$ cat src/rtl/memory_arbiter.sv
// Purpose: shares one memory port between instruction fetch (IF) and load/store (D), with round-robin on ties.
// Latency: a read completes with done in cycle L+1 after the request is seen in IDLE; a store completes in cycle 2.
// Backpressure: requests hold req until done; req is sampled only in IDLE, so waiting requests are never dropped.
module memory_arbiter #(
  parameter int unsigned READ_LATENCY = 1
) (
  input  logic        clk,
  input  logic        rst_n,
  input  logic        if_req,
  input  logic [31:0] if_addr,
  output logic [31:0] if_rdata,
  output logic        if_done,
  input  logic        d_req,
  input  logic        d_we,
  input  logic [31:0] d_addr,
  input  logic [31:0] d_wdata,
  input  logic [3:0]  d_wstrb,
  output logic [31:0] d_rdata,
  output logic        d_done,
  output logic [31:0] mem_addr,
  output logic        mem_re,
  output logic        mem_we,
  output logic [31:0] mem_wdata,
  output logic [3:0]  mem_wstrb,
  input  logic [31:0] mem_rdata,
  output logic        busy,
  output logic        grant_d
);

  typedef enum logic [1:0] {
    S_IDLE   = 2'd0,
    S_ACCESS = 2'd1,
    S_RESP   = 2'd2
  } state_e;

  localparam logic [3:0] LAT = 4'(READ_LATENCY);

  state_e      state_q, state_d;
  logic [3:0]  lat_cnt_q, lat_cnt_d;
  logic        owner_q, owner_d;     // 1 = D; doubles as last_grant for round-robin
  logic        we_q, we_d;
  logic [31:0] addr_q, addr_d;
  logic [31:0] wdata_q, wdata_d;
  logic [3:0]  wstrb_q, wstrb_d;
  logic [31:0] if_rdata_q, if_rdata_d;
  logic [31:0] d_rdata_q, d_rdata_d;
  logic        pick_d;

  // Next-state logic: arbitration in IDLE, latency counting in ACCESS, single RESP cycle.
  always_comb begin
    state_d    = state_q;
    lat_cnt_d  = lat_cnt_q;
    owner_d    = owner_q;
    we_d       = we_q;
    addr_d     = addr_q;
    wdata_d    = wdata_q;
    wstrb_d    = wstrb_q;
    if_rdata_d = if_rdata_q;
    d_rdata_d  = d_rdata_q;
    // On a tie, D wins only if IF was the last owner.
    pick_d     = d_req && (!if_req || !owner_q);

    case (state_q)
      S_IDLE: begin
        if (if_req || d_req) begin
          owner_d   = pick_d;
          we_d      = pick_d && d_we;
          addr_d    = pick_d ? d_addr : if_addr;
          wdata_d   = pick_d ? d_wdata : 32'h0;
          wstrb_d   = (pick_d && d_we) ? d_wstrb : 4'h0;
          lat_cnt_d = 4'd1;
          state_d   = S_ACCESS;
        end
      end
      S_ACCESS: begin
        if (we_q) begin
          lat_cnt_d = 4'd0;
          state_d   = S_RESP;
        end else if (lat_cnt_q == LAT) begin
          if (owner_q) d_rdata_d  = mem_rdata;
          else         if_rdata_d = mem_rdata;
          lat_cnt_d = 4'd0;
          state_d   = S_RESP;
        end else begin
          lat_cnt_d = lat_cnt_q + 4'd1;
        end
      end
      S_RESP: begin
        state_d = S_IDLE;
      end
      default: begin
        state_d = S_IDLE;
      end
    endcase
  end

  // State and latch registers; reset abandons any access in flight.
  always_ff @(posedge clk or negedge rst_n) begin
    if (!rst_n) begin
      state_q    <= S_IDLE;
      lat_cnt_q  <= 4'd0;
      owner_q    <= 1'b0;
      we_q       <= 1'b0;
      addr_q     <= 32'h0;
      wdata_q    <= 32'h0;
      wstrb_q    <= 4'h0;
      if_rdata_q <= 32'h0;
      d_rdata_q  <= 32'h0;
    end else begin
      state_q    <= state_d;
      lat_cnt_q  <= lat_cnt_d;
      owner_q    <= owner_d;
      we_q       <= we_d;
      addr_q     <= addr_d;
      wdata_q    <= wdata_d;
      wstrb_q    <= wstrb_d;
      if_rdata_q <= if_rdata_d;
      d_rdata_q  <= d_rdata_d;
    end
  end

  // Memory-side outputs decode from registered state only, so they drop as soon as reset hits.
  always_comb begin
    mem_re    = (state_q == S_ACCESS) && !we_q;
    mem_we    = (state_q == S_ACCESS) && we_q;
    mem_addr  = (state_q == S_ACCESS) ? addr_q  : 32'h0;
    mem_wdata = (state_q == S_ACCESS) ? wdata_q : 32'h0;
    mem_wstrb = (state_q == S_ACCESS) ? wstrb_q : 4'h0;
    if_done   = (state_q == S_RESP) && !owner_q;
    d_done    = (state_q == S_RESP) && owner_q;
    busy      = (state_q != S_IDLE);
    grant_d   = owner_q;
    if_rdata  = if_rdata_q;
    d_rdata   = d_rdata_q;
  end

endmodule
$ cat config.mk
export PLATFORM = sky130hd
export DESIGN_NAME = memory_arbiter
export DESIGN_NICKNAME = d
export VERILOG_FILES = /design/src/rtl/memory_arbiter.sv
export SDC_FILE = /design/constraint.sdc
export NUM_CORES = 1
export LEC_CHECK = 0
export CAP_MARGIN = 10
export CORE_ASPECT_RATIO = 0.5
export CORE_UTILIZATION = 60
export DETAILED_ROUTE_END_ITERATION = 7
export DONT_BUFFER_PORTS = 1
export GPL_ROUTABILITY_DRIVEN = 0
export GPL_TIMING_DRIVEN = 0
export PLACE_DENSITY = 0.73
export REMOVE_ABC_BUFFERS = 1
export SLEW_MARGIN = 40
export SYNTH_ARGS = -nofsm -noshare
export SYNTH_HDL_FRONTEND = slang
export SYNTH_SLANG_ARGS = --single-unit
$ cat constraint.sdc
create_clock -name clk -period 5.5 [get_ports clk]
set_input_delay 1.1 -clock clk [delete_from_list [all_inputs] [get_ports clk]]
set_output_delay 1.1 -clock clk [all_outputs]
set_load 0.05 [all_outputs]
Word level (Yosys, flattened, before mapping)
Index checks and enable logic that the tools add are counted.
Cells by class
  add/subtract/negate cells: 1
  multipliers: 0
  div/mod/pow operators: 0
  magnitude comparators: 0
  equality and inequality tests: 5
  shift operators: 0
  muxes and demuxes: 14
  bitwise operators: 2
  reduce and logical (&&, ||, !) cells: 19
Operators with widths (number)
  $mux W32: 4
  $mux W4: 5
  $pmux W4 S2: 1
  $reduce_and A4 Y1: 2
  $logic_and A1 B1 Y1: 6
  $mux W2: 3
  $reduce_and A2 Y1: 3
  $add A4 B1 Y4 const B: 1
  $eq A4 B1 Y1 const B: 1
  $pmux W2 S2: 1
  $reduce_bool A2 Y1: 2
  $logic_not A1 Y1: 3
  $ne A3 B3 Y1 const B: 1
  $eq A2 B1 Y1 const B: 1
  $eq A2 B2 Y1 const B: 1
  $logic_not A2 Y1: 1
  $logic_or A1 B1 Y1: 2
  $ne A2 B2 Y1 const B: 1
  $not A1 Y1: 2
Word-level totals
  register bits after elaboration: 140
  bits in latches: 0
  RAM bits: 0
  bits in read-only memories: 0
  input bits: 137
  output and inout bits: 138
  logic and storage cells: 50
  memories: 0

Depth between registers and ports, before layout
  depth after elaboration: 5
  gate-level depth with buffers: 6
  gate-level depth less buffers: 5

Least setup slack after synthesis
No wires, ideal clock.
  path type: register to output
  from: reg owner_q (netlist: grant_d)
  to: out d_done
  data arrival time: 1.971 ns
  data required time: 4.400 ns
  path slack: 2.429 ns
  cell stages (with the launch flop): 2
  buffers on the path: 0
  cell sequence: dfrtp_1 -> nor3b_1
Between the ends
  longest elaborated chain between the ends: 1
RTL lines
  start: declaration: line 40  | logic owner_q, owner_d;
  start signal: assignment: line 112  | owner_q <= owner_d;
  $logic_and A1 B1 Y1: line 130  | d_done = (state_q == S_RESP) && owner_q;
  end: declaration: line 19  | output logic d_done,
No other way between the ends.

Final worst setup path
  from: reg state_q[0]
  to: out mem_addr[19]
Between the ends
  longest elaborated chain between the ends: 2
RTL lines
  start: declaration: line 38  | state_e state_q, state_d;
  start signal: assignment: line 110  | state_q <= state_d;
  $eq A2 B1 Y1: line 126  | mem_addr = (state_q == S_ACCESS) ? addr_q : 32'h0;
  $mux W32: line 126
  end: declaration: line 20  | output logic [31:0] mem_addr,
No other way between the ends.

==> impl_metrics.toml <==
[worst_hold_path]
min_path_type = "in -> async"

[critical_path]
crit_path_start_kind = "flip-flop"
critPathMaxStageDelay_ns = 0.53
crit_buf_inv = 2
r2r_start = "state_q[0]"
r2r_cells = 3
startpoint = "state_q[0]"
slowest_stage = "dfrtp_1"
cp.arrival_ns = 2.33
cp_max_fo = 25
crit_type = "reg -> out"
setup.worst_path.end_class = "output pin"
crit_cells = 4
r2r_slack_ns = 2.94
worstPathCellList = "nor2b_4 > buf_8 > buf_16 > and2_1"
r2r-end = "d_rdata[24]"
required_ns = 4.40
crit_family = "simple AND/OR/NAND/NOR gates"
cp-endpoint = "mem_addr[19]"

[grt]
grt_pass1_vias = 3911
antenna_found_initial = 0
overflow = 0
grt_first_pass_wirelength_um = 20200
grtUsageTotal_pct = 25.9
grt_max_degree = 141

[layout]
final_area_um2 = 6880
seqCellArea_um2 = 3500
nets = 616
fin_cells = 625
num-fill-cells = 636
multiInputGateArea_um2 = 2470
drive_gt1_share_pct = 17.3
diodes = 0
syn_to_final_growth_pct = 12.9

[floorplan]
dieArea_um2 = 10600
io_pins = 275
coreArea_um2 = 9670
start_util_pct = 63.1
die-height_um = 73.3
fp-row-count = 25
die_x_um = 145

[clocking]
cts_buffers = 17
cts_setup_buffers = 0
clock-root-buffer = "clkbuf_16"
tritoncts = "done"
cts_resized = 0
cts_hold_buf = 0
cts.clk_slew.worst_paths_ns = 0.06
cts_sinks = 140
clk_latency_ns = 0.41
clockBufferDepth = 2
htree_levels = 4

[synthesis]
seq_area_frac_synth_pct = 57.4
ys_warn_count = 0
synth_cell_types = 38
yosysTopAreaCellShare_pct = 57.4
synth_top_area_cell = "dfrtp_1"
ys_ff_latch = 140
synth_edf_count = 0
avgSynthCellArea_um2 = 12.5
netlist_instances = 486
syn_area_um2 = 6100
ys_top_cells_by_area = "dfrtp_1 57%, and2_1 7.1%, mux2_1 6.3%, mux2_2 5.5%, mux2i_1 5.3%"
synthTopCellsByCount = "140 x dfrtp_1, 69 x and2_1, 42 x o21ai_0"
yosysMostFrequentCell = "dfrtp_1"
async_reset_ff_share_pct = 100
yosys_most_used_dff = "dfrtp_1"

[drt]
drtPass1Iterations = 4
routed_via_density = 6.26
num_vias = 3915
route.antenna.remaining_nets = 0
drc = 0
wl_per_cell_um = 22.2
dr.first_iter.drc_count = 147
finalWirelength_um = 13900

[sta]
tightest_slew_ns = 0.878
rsz0062_at_grt = "false"
slew_violations = 0
fin_skew_ns = 0.00854
finalHoldViolCount = 0
slew_headroom_pct = 41.2
setup_tns_ns = 0
fin_crit_sh_pct = 62.3
period_minus_slack_ns = 3.43
fmaxAchievable_ghz = 0.292
setup_viol = 0

[placed_design]
postPlaceCellArea_um2 = 6260
dpl.hpwl_um = 9610
portBuffers = 0
placed_cells = 593

[run_status]
status = "complete, no violations"

[run]
maxCapViolations = 0
cells in the final DEF (no fill, tap or decap), types with 2 or more instances in the layout:
cell / count
a21oi_1: 11
a22o_1: 32
a31oi_1: 9
and2_1: 69
buf_4: 3
buf_8: 3
bufinv_16: 3
clkbuf_16: 17
clkinv_2: 3
clkinv_4: 2
dfrtp_1: 139
ha_1: 2
inv_1: 2
inv_6: 5
mux2_1: 34
mux2_2: 30
mux2i_1: 32
nand2_1: 3
nand3_1: 7
nor2_1: 3
nor2_4: 2
o21ai_0: 42
o21ai_1: 6
o2bb2ai_1: 4
cells by family after synthesis:
logic type / synth area share, %
compound gates: 11.9
fa+ha+maj: 0.410
buf+inv: 2.97
flops: 57.4
mux: 17.1
simple gates: 10.2
flip-flops by register name, indices dropped and copies added, names as in the netlist:
register   cells
addr_q        32
d_rdata       32
if_rdata      32
wdata_q       32
lat_cnt_q      4
wstrb_q        4
state_q        2
grant_d        1
we_q           1
per-stage QoR:
step                hold WS (ns)  worst slack, ns  utilization, %
floorplan                  0.448            0.939               -
global placement           0.467           0.0877            63.1
detailed placement         0.476             2.55            64.8
CTS                        0.367             2.08            71.1
global route               0.360             1.97            71.2
finish                     0.382             2.07            71.2
worst min path at each step:
stage	slack, ns	cells past startpoint	start	to
global route	0.36	0	rst_n	wdata_q[5]
finish	0.38	0	rst_n	wdata_q[8]
detailed placement	0.48	1	wstrb_q[2]	wstrb_q[2]
global placement	0.47	1	wstrb_q[0]	wstrb_q[0]
floorplan	0.45	1	wstrb_q[0]	wstrb_q[0]
CTS	0.37	0	rst_n	wdata_q[17]
cell type report:
cell class / count / area share (%)
multi-input combinational: 307 / 35.9
timing repair buffer: 8 / 1.67
tap: 135 / 2.45
clock inverter: 15 / 2.69
clock buffer: 17 / 6.18
inverter: 3 / 0.164
sequential: 140 / 50.9
routing by layer:
metal,vias up,routed length (um),global-route usage (%)
li1,1716,-,-
met3,21,1190,8.67
met2,163,7230,45.5
met5,-,0,0
met4,0,257,12.3
met1,2015,5190,28.8
worst register-to-register path, cell delays in order (launching register included):
cell and delay (ns):
dfrtp_1 0.53, nor3b_4 0.80, nand3_4 0.58, mux2_1 0.53
Power is left out: the tool's default activity adds up to more than one toggle a clock period on the data nets, which glitch-free logic cannot reach.
